[src/rtl/img_pkg.sv]
// Shared frame-buffer geometry, pixel type and arbiter enums for the write-side
// blocks.
package img_pkg;

  localparam int N_COLS       = 320;
  localparam int N_ROWS       = 240;
  localparam int FRAME_PIXELS = N_COLS * N_ROWS;
  localparam int ADDR_W       = 17;
  localparam int DATA_W       = 12;

  typedef logic [DATA_W-1:0] pixel_t;

  typedef enum logic [1:0] {
    OWN_NONE = 2'b00,
    OWN_CAP  = 2'b01,
    OWN_CONV = 2'b10
  } owner_e;

  typedef enum logic [1:0] {
    IDLE = 2'd0,
    CAP  = 2'd1,
    CONV = 2'd2
  } arb_state_e;

  function automatic owner_e owner_of(arb_state_e s);
    case (s)
      CAP:     return OWN_CAP;
      CONV:    return OWN_CONV;
      default: return OWN_NONE;
    endcase
  endfunction

endpackage

[src/rtl/frame_write_arbiter_if.sv]
// Requester-side and frame-buffer-side signals of the write arbiter.
// slave = arbiter, master = requesters / buffer model.
interface frame_write_arbiter_if #(
  parameter int ADDR_W = img_pkg::ADDR_W,
  parameter int DATA_W = img_pkg::DATA_W
);

  logic              cap_en;
  logic              cap_sof;
  logic              cap_valid;
  logic [DATA_W-1:0] cap_data;
  logic              conv_req;
  logic              conv_valid;
  logic [DATA_W-1:0] conv_data;
  logic              conv_ready;
  logic              wren;
  logic [ADDR_W-1:0] wraddress;
  logic [DATA_W-1:0] data_out;
  logic [1:0]        owner;
  logic              frame_done;
  logic              cap_err;

  modport slave (
    input  cap_en, cap_sof, cap_valid, cap_data,
    input  conv_req, conv_valid, conv_data,
    output conv_ready, wren, wraddress, data_out, owner, frame_done, cap_err
  );

  modport master (
    output cap_en, cap_sof, cap_valid, cap_data,
    output conv_req, conv_valid, conv_data,
    input  conv_ready, wren, wraddress, data_out, owner, frame_done, cap_err
  );

endinterface

[src/rtl/frame_addr_counter.sv]
// Linear pixel address counter shared by capture and convolution frames.
// Saturates at the last pixel; clear with increment loads 1 (pixel 0 written now).
module frame_addr_counter #(
  parameter int ADDR_W       = img_pkg::ADDR_W,
  parameter int FRAME_PIXELS = img_pkg::FRAME_PIXELS
) (
  input  logic              wr_clk,
  input  logic              rst_n,
  input  logic              clear,
  input  logic              increment,
  output logic [ADDR_W-1:0] count,
  output logic              last
);

  assign last = (count == ADDR_W'(FRAME_PIXELS - 1));

  always_ff @(posedge wr_clk) begin
    if (!rst_n) begin
      count <= '0;
    end else if (clear) begin
      count <= increment ? ADDR_W'(1) : '0;
    end else if (increment && !last) begin
      count <= count + ADDR_W'(1);
    end
  end

endmodule

[src/rtl/frame_write_arbiter.sv]
// Frame-granular arbiter for the single frame-buffer write port: capture vs
// convolution writeback, registered write strobe/address/data.
module frame_write_arbiter #(
  parameter int N_COLS = img_pkg::N_COLS,
  parameter int N_ROWS = img_pkg::N_ROWS,
  parameter int ADDR_W = img_pkg::ADDR_W,
  parameter int DATA_W = img_pkg::DATA_W
) (
  input  logic                  wr_clk,
  input  logic                  rst_n,
  frame_write_arbiter_if.slave  bus
);

  import img_pkg::*;

  localparam int FRAME_LEN = N_COLS * N_ROWS;

  arb_state_e        state;
  arb_state_e        state_nxt;

  logic              cnt_clear;
  logic              cnt_inc;
  logic              cnt_last;
  logic [ADDR_W-1:0] cnt;

  logic              vld_p0;
  logic [ADDR_W-1:0] addr_p0;
  logic [DATA_W-1:0] data_p0;
  logic              done_p0;
  logic              err_set;

  logic              vld_p1;
  logic [ADDR_W-1:0] addr_p1;
  logic [DATA_W-1:0] data_p1;
  logic              done_p1;
  logic              done_p2;
  owner_e            owner_p1;
  logic              ready_p1;
  logic              err_p1;
  // Set once a capture frame finishes; stray capture pixels in IDLE then count as overrun.
  logic              cap_tail;

  frame_addr_counter #(
    .ADDR_W       (ADDR_W),
    .FRAME_PIXELS (FRAME_LEN)
  ) u_cnt (
    .wr_clk    (wr_clk),
    .rst_n     (rst_n),
    .clear     (cnt_clear),
    .increment (cnt_inc),
    .count     (cnt),
    .last      (cnt_last)
  );

  always_ff @(posedge wr_clk) begin
    if (!rst_n) state <= IDLE;
    else        state <= state_nxt;
  end

  always_comb begin
    state_nxt = state;
    case (state)
      IDLE: begin
        if (bus.cap_en && bus.cap_sof && bus.cap_valid) state_nxt = CAP;
        else if (bus.conv_req)                          state_nxt = CONV;
      end
      CAP:  if (bus.cap_valid && !bus.cap_sof && cnt_last) state_nxt = IDLE;
      CONV: if (bus.conv_valid && ready_p1 && cnt_last)    state_nxt = IDLE;
      default: state_nxt = IDLE;
    endcase
  end

  always_comb begin
    vld_p0    = 1'b0;
    addr_p0   = cnt;
    data_p0   = bus.cap_data;
    cnt_clear = 1'b0;
    cnt_inc   = 1'b0;
    done_p0   = 1'b0;
    err_set   = 1'b0;
    case (state)
      IDLE: begin
        cnt_clear = 1'b1;
        if (bus.cap_en && bus.cap_sof && bus.cap_valid) begin
          vld_p0  = 1'b1;
          addr_p0 = '0;
          cnt_inc = 1'b1;
        end else if (cap_tail && bus.cap_valid && !bus.cap_sof) begin
          err_set = 1'b1;
        end
      end
      CAP: begin
        if (bus.cap_valid) begin
          vld_p0 = 1'b1;
          if (bus.cap_sof) begin
            // Early SOF: resynchronise on this pixel as the new pixel 0.
            addr_p0   = '0;
            cnt_clear = 1'b1;
            cnt_inc   = 1'b1;
            err_set   = 1'b1;
          end else if (cnt_last) begin
            cnt_clear = 1'b1;
            done_p0   = 1'b1;
          end else begin
            cnt_inc = 1'b1;
          end
        end
      end
      CONV: begin
        data_p0 = bus.conv_data;
        if (bus.conv_valid && ready_p1) begin
          vld_p0 = 1'b1;
          if (cnt_last) begin
            cnt_clear = 1'b1;
            done_p0   = 1'b1;
          end else begin
            cnt_inc = 1'b1;
          end
        end
      end
      default: ;
    endcase
  end

  // p0 -> p1: registered write port, owner/ready and error flags
  always_ff @(posedge wr_clk) begin
    if (!rst_n) begin
      vld_p1   <= 1'b0;
      addr_p1  <= '0;
      data_p1  <= '0;
      owner_p1 <= OWN_NONE;
      ready_p1 <= 1'b0;
      done_p1  <= 1'b0;
      err_p1   <= 1'b0;
      cap_tail <= 1'b0;
    end else begin
      vld_p1 <= vld_p0;
      if (vld_p0) begin
        addr_p1 <= addr_p0;
        data_p1 <= data_p0;
      end
      owner_p1 <= owner_of(state_nxt);
      ready_p1 <= (state_nxt == CONV);
      done_p1  <= done_p0;
      if (err_set) err_p1 <= 1'b1;
      if (state == CAP && done_p0)                 cap_tail <= 1'b1;
      else if (state == IDLE && state_nxt != IDLE) cap_tail <= 1'b0;
    end
  end

  // p1 -> p2: frame_done trails the final write strobe by one cycle
  always_ff @(posedge wr_clk) begin
    if (!rst_n) done_p2 <= 1'b0;
    else        done_p2 <= done_p1;
  end

  assign bus.wren       = vld_p1;
  assign bus.wraddress  = addr_p1;
  assign bus.data_out   = data_p1;
  assign bus.owner      = owner_p1;
  assign bus.conv_ready = ready_p1;
  assign bus.frame_done = done_p2;
  assign bus.cap_err    = err_p1;

endmodule
[src/flat_wrapper.sv]
// flat-port wrapper written by rule: the top's interface ports become plain ports
module frame_write_arbiter_flat import img_pkg::*;
#(
  parameter int N_COLS = img_pkg::N_COLS,
  parameter int N_ROWS = img_pkg::N_ROWS,
  parameter int ADDR_W = img_pkg::ADDR_W,
  parameter int DATA_W = img_pkg::DATA_W
)
  (wr_clk, rst_n, bus_cap_en, bus_cap_sof, bus_cap_valid, bus_cap_data, bus_conv_req, bus_conv_valid, bus_conv_data, bus_conv_ready, bus_wren, bus_wraddress, bus_data_out, bus_owner, bus_frame_done, bus_cap_err);
  frame_write_arbiter_if #(.ADDR_W(ADDR_W), .DATA_W(DATA_W)) bus_i ();
  input  logic wr_clk;
  input  logic rst_n;
  input wire logic [$bits(bus_i.cap_en)-1:0] bus_cap_en;
  input wire logic [$bits(bus_i.cap_sof)-1:0] bus_cap_sof;
  input wire logic [$bits(bus_i.cap_valid)-1:0] bus_cap_valid;
  input wire logic [$bits(bus_i.cap_data)-1:0] bus_cap_data;
  input wire logic [$bits(bus_i.conv_req)-1:0] bus_conv_req;
  input wire logic [$bits(bus_i.conv_valid)-1:0] bus_conv_valid;
  input wire logic [$bits(bus_i.conv_data)-1:0] bus_conv_data;
  output wire logic [$bits(bus_i.conv_ready)-1:0] bus_conv_ready;
  output wire logic [$bits(bus_i.wren)-1:0] bus_wren;
  output wire logic [$bits(bus_i.wraddress)-1:0] bus_wraddress;
  output wire logic [$bits(bus_i.data_out)-1:0] bus_data_out;
  output wire logic [$bits(bus_i.owner)-1:0] bus_owner;
  output wire logic [$bits(bus_i.frame_done)-1:0] bus_frame_done;
  output wire logic [$bits(bus_i.cap_err)-1:0] bus_cap_err;
  assign bus_i.cap_en = bus_cap_en;
  assign bus_i.cap_sof = bus_cap_sof;
  assign bus_i.cap_valid = bus_cap_valid;
  assign bus_i.cap_data = bus_cap_data;
  assign bus_i.conv_req = bus_conv_req;
  assign bus_i.conv_valid = bus_conv_valid;
  assign bus_i.conv_data = bus_conv_data;
  assign bus_conv_ready = bus_i.conv_ready;
  assign bus_wren = bus_i.wren;
  assign bus_wraddress = bus_i.wraddress;
  assign bus_data_out = bus_i.data_out;
  assign bus_owner = bus_i.owner;
  assign bus_frame_done = bus_i.frame_done;
  assign bus_cap_err = bus_i.cap_err;
  frame_write_arbiter #(.N_COLS(N_COLS), .N_ROWS(N_ROWS), .ADDR_W(ADDR_W), .DATA_W(DATA_W)) u_core (.wr_clk(wr_clk), .rst_n(rst_n), .bus(bus_i));
endmodule
[config.mk]
export PLATFORM = sky130hd
export DESIGN_NAME = frame_write_arbiter_flat
export DESIGN_NICKNAME = d
export VERILOG_FILES = /design/src/rtl/img_pkg.sv /design/src/rtl/frame_write_arbiter_if.sv /design/src/rtl/frame_addr_counter.sv /design/src/rtl/frame_write_arbiter.sv /design/src/flat_wrapper.sv
export SDC_FILE = /design/constraint.sdc
export NUM_CORES = 1
export LEC_CHECK = 0
export ABC_AREA = 1
export ABC_CLOCK_PERIOD_IN_PS = 2500
export BUFFER_PORTS_ARGS = -buffer_cell sky130_fd_sc_hd__buf_4
export CAP_MARGIN = 20
export CELL_PAD_IN_SITES_DETAIL_PLACEMENT = 1
export CELL_PAD_IN_SITES_GLOBAL_PLACEMENT = 2
export CORE_MARGIN = 2
export CORE_UTILIZATION = 29
export CTS_BUF_LIST = sky130_fd_sc_hd__clkbuf_16
export DETAILED_ROUTE_END_ITERATION = 10
export PLACE_DENSITY = 0.8
export SETUP_SLACK_MARGIN = 0.05
export SYNTH_ARGS = -nofsm -noshare
export SYNTH_HDL_FRONTEND = slang
export SYNTH_SLANG_ARGS = --single-unit
[constraint.sdc]
create_clock -name wr_clk -period 2.5 [get_ports wr_clk]
set_input_delay 0.375 -clock wr_clk [delete_from_list [all_inputs] [get_ports wr_clk]]
set_output_delay 0.375 -clock wr_clk [all_outputs]
set_load 0.005 [all_outputs]
==> results.toml, run 1 <==
[floorplan]
rows = 35
fp.dieH_um = 102.4
die_x_um = 102.4
ios = 66
die_area_sq_um = 10490
start_util_pct = 30.11
core-area_sq_um = 9328

[timing]
clock-skew-final_ns = 0.009555
rsz0062_at_grt = "no"
fin_crit_ns = 2.161
tightestPinTransition_ns = 0.4740
slew_viol_final = 0
max_freq_ghz = 0.4628
tns_ns = 0
finalSetupViolCount = 0
fin_crit_sh_pct = 86.43
hold_violations = 0
slew_headroom_pct = 68.29

[synth]
yosysUniqueCellTypes = 32
syn-num-nets = 442
synth.avg_cell_area_sq_um = 6.919
synth_seq_cells = 55
synthArstFlopShare_pct = 0
synth_cells = 406
synth_most_common_cell = "nand2_1"
yosys-top-cells-count = "nand2_1, dfxtp_1, nand3_1"
yosysTopAreaCell = "dfxtp_1"
synthFlopType = "dfxtp_1"
synth_top_area_share_pct = 39.20
yosys_warnings = 0
syn_area_sq_um = 2809
ys_top_cells_by_area = "dfxtp_1, nand2_1, nand3_1"
yosysSeqAreaShare_pct = 39.20
synth_edf_count = 0

[setup_path]
end_kind = "flip-flop"
crit_start = "u_core.u_cnt.count[0]"
cp_max_fo = 11
start_kind = "flip-flop"
critPathRequiredTime_ns = 2.73
critPathKind = "flip-flop to flip-flop"
critPathArrivalTime_ns = 2.39
r2r-start = "u_core.u_cnt.count[0]"

[route]
wl_um = 8323
dr.pass1.iters = 4
postRouteAntennaNets = 0
drt-initial-drc-count = 73
vias = 2834
vias_per_cell = 4.708
drc_errors = 0
wl_per_cell_um = 13.83

[global_route]
grt_pass1_wl_um = 13590
grt_max_degree = 33
antenna_found_initial = 0
grt_use_total_pct = 16.38
grt-ovfl-total = 0
grt_pass1_vias = 2830

[clock_tree]
cts_setup_buffers = 0
clockBufferDepth = 2
path_clk_slew_ns = 0.07
cts_root_buffer = "clkbuf_16"
cts_buffers = 5
cts_tree = "done"
clk_latency_ns = 0.29
cts_sinks = 55
cts_htree_levels = 2

[worst_hold_path]
min_path_type = "primary input to flip-flop"
min-delay-start = "bus_conv_data[3]"

[power]
ir_worst_vdd_mv = 0.2787
p_leak_nw = 1.684
internal_power_mw = 1.406
pwr-share-seq_pct = 47.2
p_sw_share_pct = 27.86
p_comb_share_pct = 17.5
p_switching_mw = 0.5430
clkPwrFrac_pct = 35.2
total_power_mw = 1.949
pwr_density_cell_nw_per_um2 = 542.1

[placement]
place_congestion = 0.8447
dp_hpwl_um = 6423
dpl.cell_count = 594
io_buffers = 65

[job]
cap_violations = 0

[final_layout]
nNetsFinal = 508
area_growth_pct = 28.02
nFillCells = 1191
layoutNonFillerInstCount = 602
antenna_cells = 0
layout-drive-gt1-share_pct = 21.14

[status]
status = "finished, final reports clean"
[power by group through the flow]
stage / clock network, mW / registers [mW] / logic (mW)
after detailed placement: 0 / 0.940 / 0.345
after global placement: 0 / 0.940 / 0.339
final: 0.687 / 0.920 / 0.342
after global routing: 0.746 / 0.924 / 0.385
after floorplan: 0 / 0.941 / 0.201
after CTS: 0.714 / 0.920 / 0.346
[stage by stage]
step	instance area [sq um]	setup slack (ns)	utilization, %	hold slack, ns
global route	3596	0.1093	38.55	0.3904
detailed placement	3452	0.1696	37.01	0.4040
global placement	3452	0.3357	37.01	0.4004
floorplan	2809	0.6641	-	0.3905
CTS	3593	0.1607	38.52	0.3705
finish	3596	0.3393	38.55	0.3743
[critical path: stages, from the launching register on]
cell,delay [ns]
dfxtp_1,0.39
ha_1,0.22
nand2_1,0.09
inv_1,0.08
nand2_2,0.07
nor2_4,0.13
nand2_2,0.19
o21ai_1,0.18
inv_1,0.07
nor2_2,0.15
inv_2,0.14
nand2_2,0.19
nand2_1,0.09
a21oi_1,0.12
[kinds of logic (layout without fill, tap and decap cells)]
| group | count (synthesis) | count (layout) | share of synthesized area (%) |
|---|---|---|---|
| adder cells (fa/ha/maj) | 5 | 5 | 2.227 |
| flip-flops | 55 | 55 | 39.20 |
| XOR/XNOR | 9 | 9 | 2.806 |
| AND/OR/NAND/NOR | 210 | 210 | 34.57 |
| AO/OA/AOI/OAI | 60 | 60 | 10.82 |
| buffers and inverters | 67 | 134 | 10.38 |
[path summary, 6_finish.rpt]
path | to | slack (ns) | cells after the start
min reg2reg | u_core.bus.frame_done | 0.41 | 2
min | u_core.bus.data_out[3] | 0.37 | 3
max reg2reg | u_core.u_cnt.count[16] | 0.34 | 13
max | u_core.u_cnt.count[16] | 0.34 | 13
[flip-flops by register name, indices dropped and copies added (netlist names)]
name	cells
u_core.bus.owner	2
u_core.bus.wren	1
u_core.bus.wraddress	17
u_core.bus.frame_done	1
u_core.u_cnt.count	17
u_core.bus.cap_err	1
u_core.bus.data_out	12
u_core.cap_tail	1
u_core.done_p1	1
u_core.state	2
[per-layer routing]
layer	part of all wire, %	global-route usage [%]	vias up
met5	0	0	-
met4	0.29	2.462	0
met3	2.9	3.010	2
met2	49	28.85	42
met1	48	21.30	1341
li1	-	-	1449
[cell type report]
cell class / instances / area, sq um / area share [%]
Multi-Input combinational cell: 284 / 1419 / 39.46
Sequential cell: 55 / 1101 / 30.62
Timing Repair Buffer: 80 / 600.6 / 16.70
Inverter: 46 / 172.7 / 4.802
Tap cell: 129 / 161.4 / 4.489
Clock buffer: 5 / 125.1 / 3.479
Clock inverter: 3 / 16.27 / 0.4523
[repair_timing]
item	CTS	global route
setup endpoints to repair	0	9
hold buffers	0	0
resized for setup	0	2
[placed cells by master (no fill, tap or decap), drive strengths merged, types with 3 or more instances in the layout]
master and count:
buf 80, clkinv 4, xor2 6, o21ai 22, nor3 3, clkbuf 5, nand4 11, dfxtp 55
inv 45, ha 5, nand2 78, nand3 59, a21oi 36, xnor2 3, nor2 55
Power figures use the tool's default switching activity.
==> run 2, diff against run 1 <==
--- a/config.mk
+++ b/config.mk
@@ -5,18 +5,18 @@
 export SDC_FILE = /design/constraint.sdc
 export NUM_CORES = 1
 export LEC_CHECK = 0
-export ABC_AREA = 1
 export ABC_CLOCK_PERIOD_IN_PS = 2500
 export BUFFER_PORTS_ARGS = -buffer_cell sky130_fd_sc_hd__buf_4
 export CAP_MARGIN = 20
 export CELL_PAD_IN_SITES_DETAIL_PLACEMENT = 1
 export CELL_PAD_IN_SITES_GLOBAL_PLACEMENT = 2
 export CORE_MARGIN = 2
-export CORE_UTILIZATION = 29
+export CORE_UTILIZATION = 31
 export CTS_BUF_LIST = sky130_fd_sc_hd__clkbuf_16
 export DETAILED_ROUTE_END_ITERATION = 10
-export PLACE_DENSITY = 0.8
+export PLACE_DENSITY = 0.79
 export SETUP_SLACK_MARGIN = 0.05
+export SKIP_CTS_REPAIR_TIMING = 1
 export SYNTH_ARGS = -nofsm -noshare
 export SYNTH_HDL_FRONTEND = slang
 export SYNTH_SLANG_ARGS = --single-unit
==> run 2 against run 1 <==
Via count down 18%. Critical endpoint is now u_core.u_cnt.count[13]. Clock power down 1%. Routed wire length down 18%. Synthesized cell count down 32%. Die area down 14%. Largest power group unchanged. Combinational power down 19%. Sequential cell count unchanged. Register-to-register slack worse by 0.15 ns. Critical path depth down 6. Global-route usage down 0.22 points. Synthesized area down 8.6%. Utilization up 2.8 points.
==> results.toml, run 2 <==
[synth]
syn_area_sq_um = 2566
synth_top_area_share_pct = 42.91
synth.avg_cell_area_sq_um = 9.298
synth_most_common_cell = "dfxtp_1"
syn-num-nets = 312
yosysSeqAreaShare_pct = 42.91
yosysUniqueCellTypes = 43
yosysTopAreaCell = "dfxtp_1"
synth_seq_cells = 55
synth_edf_count = 0
ys_top_cells_by_area = "dfxtp_1, a22o_1, mux2i_1"
yosys_warnings = 0
yosys-top-cells-count = "dfxtp_1, nand2_1, a22o_1"
synthArstFlopShare_pct = 0
synthFlopType = "dfxtp_1"
synth_cells = 276

[setup_path]
path_cells = "nand4_2 -> or4_1 -> or2_0 -> o21a_1 -> o21ai_2 -> buf_4 -> nor3_1"
critPathKind = "flip-flop to flip-flop"
end_kind = "flip-flop"
start_kind = "flip-flop"
cpPeakStageDelay_ns = 0.59
critPathRequiredTime_ns = 2.68
cp_max_fo = 11
r2r-start = "u_core.u_cnt.count[4]"
crit_path_top_delay_cell = "or4_1"
crit_start = "u_core.u_cnt.count[4]"
critPathArrivalTime_ns = 2.48

[timing]
clock-skew-final_ns = 0.007085
max_freq_ghz = 0.4337
holdWs_ns = 0.4056
fin_crit_ns = 2.306
tns_ns = 0
fin_crit_sh_pct = 92.23
finalSetupViolCount = 0
tightestPinTransition_ns = 0.6482
slew_viol_final = 0
slew_headroom_pct = 56.79
hold_violations = 0
rsz0062_at_grt = "yes"

[final_layout]
area_growth_pct = 31.06
layout-drive-gt1-share_pct = 27.38
seqCellArea_sq_um = 1101
final_common_cell = "buf_4"
nFillCells = 952
nNetsFinal = 382
antenna_cells = 0
multi_input_area_sq_um = 1366
layout_common_cells = "buf_4, dfxtp_1, nand2_1, a22o_1, nor2_1"

[power]
p_leak_nw = 1.513
pwr_density_cell_nw_per_um2 = 556.6
ir_worst_vdd_mv = 0.2749

[floorplan]
ios = 66
fp.dieH_um = 94.99
core-area_sq_um = 8134
die_x_um = 94.99
start_util_pct = 31.55
die_area_sq_um = 9022
rows = 33

[clock_tree]
cts_tree = "done"
cts_root_buffer = "clkbuf_16"
path_clk_slew_ns = 0.07
clk_latency_ns = 0.29
clockBufferDepth = 2
cts_buffers = 5
cts_sinks = 55
cts_htree_levels = 2

[global_route]
grt_use_total_pct = 16.15
antenna_found_initial = 0
grt-ovfl-total = 0
grt_pass1_wl_um = 11600
grt_max_degree = 27
grt_pass1_vias = 2354

[route]
wl_um = 6866
drc_errors = 0
vias = 2323
dr.pass1.iters = 4
vias_per_cell = 5.139
wl_per_cell_um = 15.19
postRouteAntennaNets = 0
drt-initial-drc-count = 47

[placement]
io_buffers = 65
dp_hpwl_um = 5202
place_congestion = 0.8117

[job]
cap_violations = 0

[worst_hold_path]
min_path_type = "primary input to flip-flop"
min-delay-start = "bus_cap_valid"

[status]
status = "finished, final reports clean"
## run 2: critical path, delay by kind of cell, from the launching register on
family,cells,cell delay [ns]
flops,1,0.48
simple gates,4,1.15
compound gates,2,0.36
buf+inv,1,0.19
## run 2: per-stage QoR
step,setup WS [ns],utilization (%),total power [mW],cell area [sq um],std cells
after floorplan,0.2120,-,1.086,2566,276
after global placement,0.2368,39.61,1.212,3222,444
after detailed placement,0.2038,39.61,1.216,3222,444
after CTS,0.1678,41.35,1.898,3363,452
after global routing,0.001419,41.35,1.963,3363,452
final,0.1943,41.35,1.872,3363,452
## run 2: kinds of logic (layout without fill, tap and decap cells)
| kind of cell | count (synthesis) | after routing | share of synthesized area (%) |
|---|---|---|---|
| muxes | 13 | 13 | 5.071 |
| buffers and inverters | 23 | 94 | 3.998 |
| DFF | 55 | 55 | 42.91 |
| and+or+nand+nor | 99 | 99 | 20.19 |
| adders and majority gates | 5 | 5 | 2.438 |
| xor gates and xnor gates | 9 | 9 | 3.072 |
| AOI/OAI and AO/OA | 72 | 72 | 22.33 |
## run 2: metal layers
metal,wire length (um),track usage (%)
met5,0,0
met4,36,2.295
met3,447,3.990
met2,3241,27.60
met1,3141,21.05
## run 2: where the power goes
part / total (mW) / switching (mW) / internal (mW)
Combinational: 0.276 / 0.143 / 0.134
Clock: 0.677 / 0.311 / 0.366
Sequential: 0.918 / 0.0176 / 0.901
Total: 1.87 / 0.471 / 1.40
## run 2: final cells by class
class	count	area share [%]
multi-input combinational	198	40.62
sequential	55	32.74
timing repair buffer	80	17.86
tap	105	3.906
clock buffer	5	3.720
inverter	6	0.6696
clock inverter	3	0.4836
## run 2: path summary, 6_finish.rpt
path	slack (ns)	cells past startpoint	to
setup / recovery	0.19	7	u_core.u_cnt.count[13]
hold / removal	0.41	3	u_core.bus.cap_err
setup reg to reg	0.19	7	u_core.u_cnt.count[13]
hold reg to reg	0.44	1	u_core.bus.frame_done
==> run 3, diff against run 2 <==
--- a/config.mk
+++ b/config.mk
@@ -5,16 +5,17 @@
 export SDC_FILE = /design/constraint.sdc
 export NUM_CORES = 1
 export LEC_CHECK = 0
-export ABC_CLOCK_PERIOD_IN_PS = 2500
+export ABC_CLOCK_PERIOD_IN_PS = 2100
 export BUFFER_PORTS_ARGS = -buffer_cell sky130_fd_sc_hd__buf_4
 export CAP_MARGIN = 20
 export CELL_PAD_IN_SITES_DETAIL_PLACEMENT = 1
 export CELL_PAD_IN_SITES_GLOBAL_PLACEMENT = 2
 export CORE_MARGIN = 2
-export CORE_UTILIZATION = 31
+export CORE_UTILIZATION = 28
 export CTS_BUF_LIST = sky130_fd_sc_hd__clkbuf_16
 export DETAILED_ROUTE_END_ITERATION = 10
-export PLACE_DENSITY = 0.79
+export MAX_ROUTING_LAYER = met4
+export PLACE_DENSITY = 0.76
 export SETUP_SLACK_MARGIN = 0.05
 export SKIP_CTS_REPAIR_TIMING = 1
 export SYNTH_ARGS = -nofsm -noshare
==> constraint.sdc (replaced) <==
create_clock -name wr_clk -period 2.1 [get_ports wr_clk]
set_input_delay 0.315 -clock wr_clk [delete_from_list [all_inputs] [get_ports wr_clk]]
set_output_delay 0.315 -clock wr_clk [all_outputs]
set_load 0.005 [all_outputs]
==> run 3 against run 2 <==
Maximum frequency rose by 8.7%. Sequential cell count did not move. Cell count rose by 7.1%. Critical path depth fell by 1. Non-clock buffer count rose by 29. Global-route usage fell by 0.67 points. Utilization rose by 1.4 points. Design area rose by 12%. Highest routed layer unchanged. The run now ends with negative setup slack left. Clock skew barely moved. Die area rose by 10%. First-iteration DRC count rose by 55%.
==> results.toml, run 3 (synthesized netlist as in run 2, its figures left out) <==
[power]
p_comb_share_pct = 17.0
ir_worst_vdd_mv = 0.2857
pwr-share-seq_pct = 47.5
pwr_density_cell_nw_per_um2 = 612.1
clkPwrFrac_pct = 35.5
p_switching_mw = 0.5996
p_leak_nw = 1.693
internal_power_mw = 1.704
p_sw_share_pct = 26.03

[timing]
clock-skew-final_ns = 0.007261
fin_crit_ns = 2.122
hold_violations = 0
layout_setup_ws_ns = -0.02174
slew_viol_final = 0
tns_ns = -0.04824
slew_headroom_pct = 67.17
rsz0062_at_grt = "yes"
tightestPinTransition_ns = 0.4862
finalSetupViolCount = 4
holdWs_ns = 0.3624
max_freq_ghz = 0.4713
fin_crit_sh_pct = 101.0

[clock_tree]
cts_buffers = 5
cts_htree_levels = 2
cts_tree = "done"
path_clk_slew_ns = 0.07
cts_root_buffer = "clkbuf_16"
cts_sinks = 55
clk_latency_ns = 0.29
clockBufferDepth = 2

[route]
wl_per_cell_um = 15.71
vias_per_cell = 5.062
drt-initial-drc-count = 73
postRouteAntennaNets = 0
drc_errors = 0
dr.pass1.iters = 4
vias = 2450
wl_um = 7602

[floorplan]
die_area_sq_um = 9947
ios = 66
fp.dieH_um = 99.74
core-area_sq_um = 8806
start_util_pct = 29.14
die_x_um = 99.74
rows = 34

[final_layout]
layout-drive-gt1-share_pct = 39.10
antenna_cells = 0
layout_common_cells = "buf_4, dfxtp_1, nand2_1, a22o_1, nor2_1"
multi_input_area_sq_um = 1514
area_growth_pct = 46.66
seqCellArea_sq_um = 1107
final_area_sq_um = 3764
utilization_pct = 42.74
final_common_cell = "buf_4"
nNetsFinal = 411
nFillCells = 1017

[setup_path]
critPathArrivalTime_ns = 2.30
end_kind = "flip-flop"
cp_max_fo = 4
critPathBufInv = 0
path_cells = "nand3b_4 -> or4_4 -> or2_4 -> o311ai_0 -> a21o_1 -> o21ai_1"
worst_r2r_path_depth = 6
reg2reg_slack_ns = -0.02
crit_path_top_delay_cell = "or4_4"
r2r_end = "u_core.u_cnt.count[0]"
critPathRequiredTime_ns = 2.27
r2r-start = "u_core.u_cnt.count[12]"
start_kind = "flip-flop"
cpLargestDelayFamily = "simple AND/OR/NAND/NOR gates"
cpPeakStageDelay_ns = 0.57
critPathKind = "flip-flop to flip-flop"

[placement]
dp_hpwl_um = 5613
place_area_sq_um = 3420
io_buffers = 65
place_congestion = 0.8270

[global_route]
grt-ovfl-total = 0
antenna_found_initial = 0
grt_use_total_pct = 15.49
grt_pass1_wl_um = 12150
grt_max_degree = 27
grt_pass1_vias = 2456

[job]
cap_violations = 0

[worst_hold_path]
hold_depth = 3
min-delay-start = "bus_cap_valid"
min_path_type = "primary input to flip-flop"
hold_path_end = "u_core.bus.cap_err"

[status]
violations = "negative setup slack"
status = "finished with violations"
[run 3: worst min-delay path: cells and delay by family]
| family | cells | cell delay (ns) |
|---|---|---|
| buf+inv | 1 | 0.14 |
| simple gates | 1 | 0.10 |
| compound gates | 1 | 0.07 |
[run 3: layer usage]
metal | global-route usage, % | wire [um] | vias to the layer above
met1 | 20.15 | 3592 | 1185
li1 | - | - | 1202
met5 | - | 0 | -
met2 | 25.36 | 3649 | 56
met4 | 3.161 | 63 | 0
met3 | 2.741 | 297 | 7
[run 3: final cells by class]
class | instances | area share [%]
clock buffers | 5 | 3.324
repair buffers | 109 | 22.41
inverters | 6 | 0.5984
flip-flops and latches | 55 | 29.42
multi-input cells | 198 | 40.23
well taps | 108 | 3.590
clock inverters | 3 | 0.4322
[run 3: power groups by stage]
stage,clock (mW),sequential [mW],combinational [mW]
floorplan,0,1.12,0.183
global placement,0,1.12,0.348
detailed placement,0,1.12,0.349
CTS,0.852,1.09,0.351
global route,0.896,1.10,0.429
finish,0.818,1.09,0.392
[run 3: how the worst max path moves through the flow]
| stage | slack (ns) | start | to | cells past startpoint |
|---|---|---|---|---|
| 4_1_cts | -0.08 | u_core.u_cnt.count[14] | u_core.u_cnt.count[14] | 6 |
| 2_1_floorplan | 0.04 | u_core.u_cnt.count[10] | u_core.u_cnt.count[14] | 6 |
| 5_1_grt | -0.09 | u_core.u_cnt.count[14] | u_core.u_cnt.count[14] | 6 |
| 3_3_place_gp | -0.006 | u_core.u_cnt.count[14] | u_core.u_cnt.count[14] | 6 |
| 6_report | -0.02 | u_core.u_cnt.count[12] | u_core.u_cnt.count[0] | 6 |
| 3_5_place_dp | -0.07 | u_core.u_cnt.count[14] | u_core.u_cnt.count[14] | 6 |
[run 3: metrics by stage]
stage | cells | worst slack [ns] | power, mW
5_1_grt | 484 | -0.09252 | 2.423
4_1_cts | 477 | -0.07684 | 2.297
3_5_place_dp | 469 | -0.06563 | 1.466
6_report | 484 | -0.02174 | 2.304
3_3_place_gp | 469 | -0.005913 | 1.464
2_1_floorplan | 276 | 0.03973 | 1.301
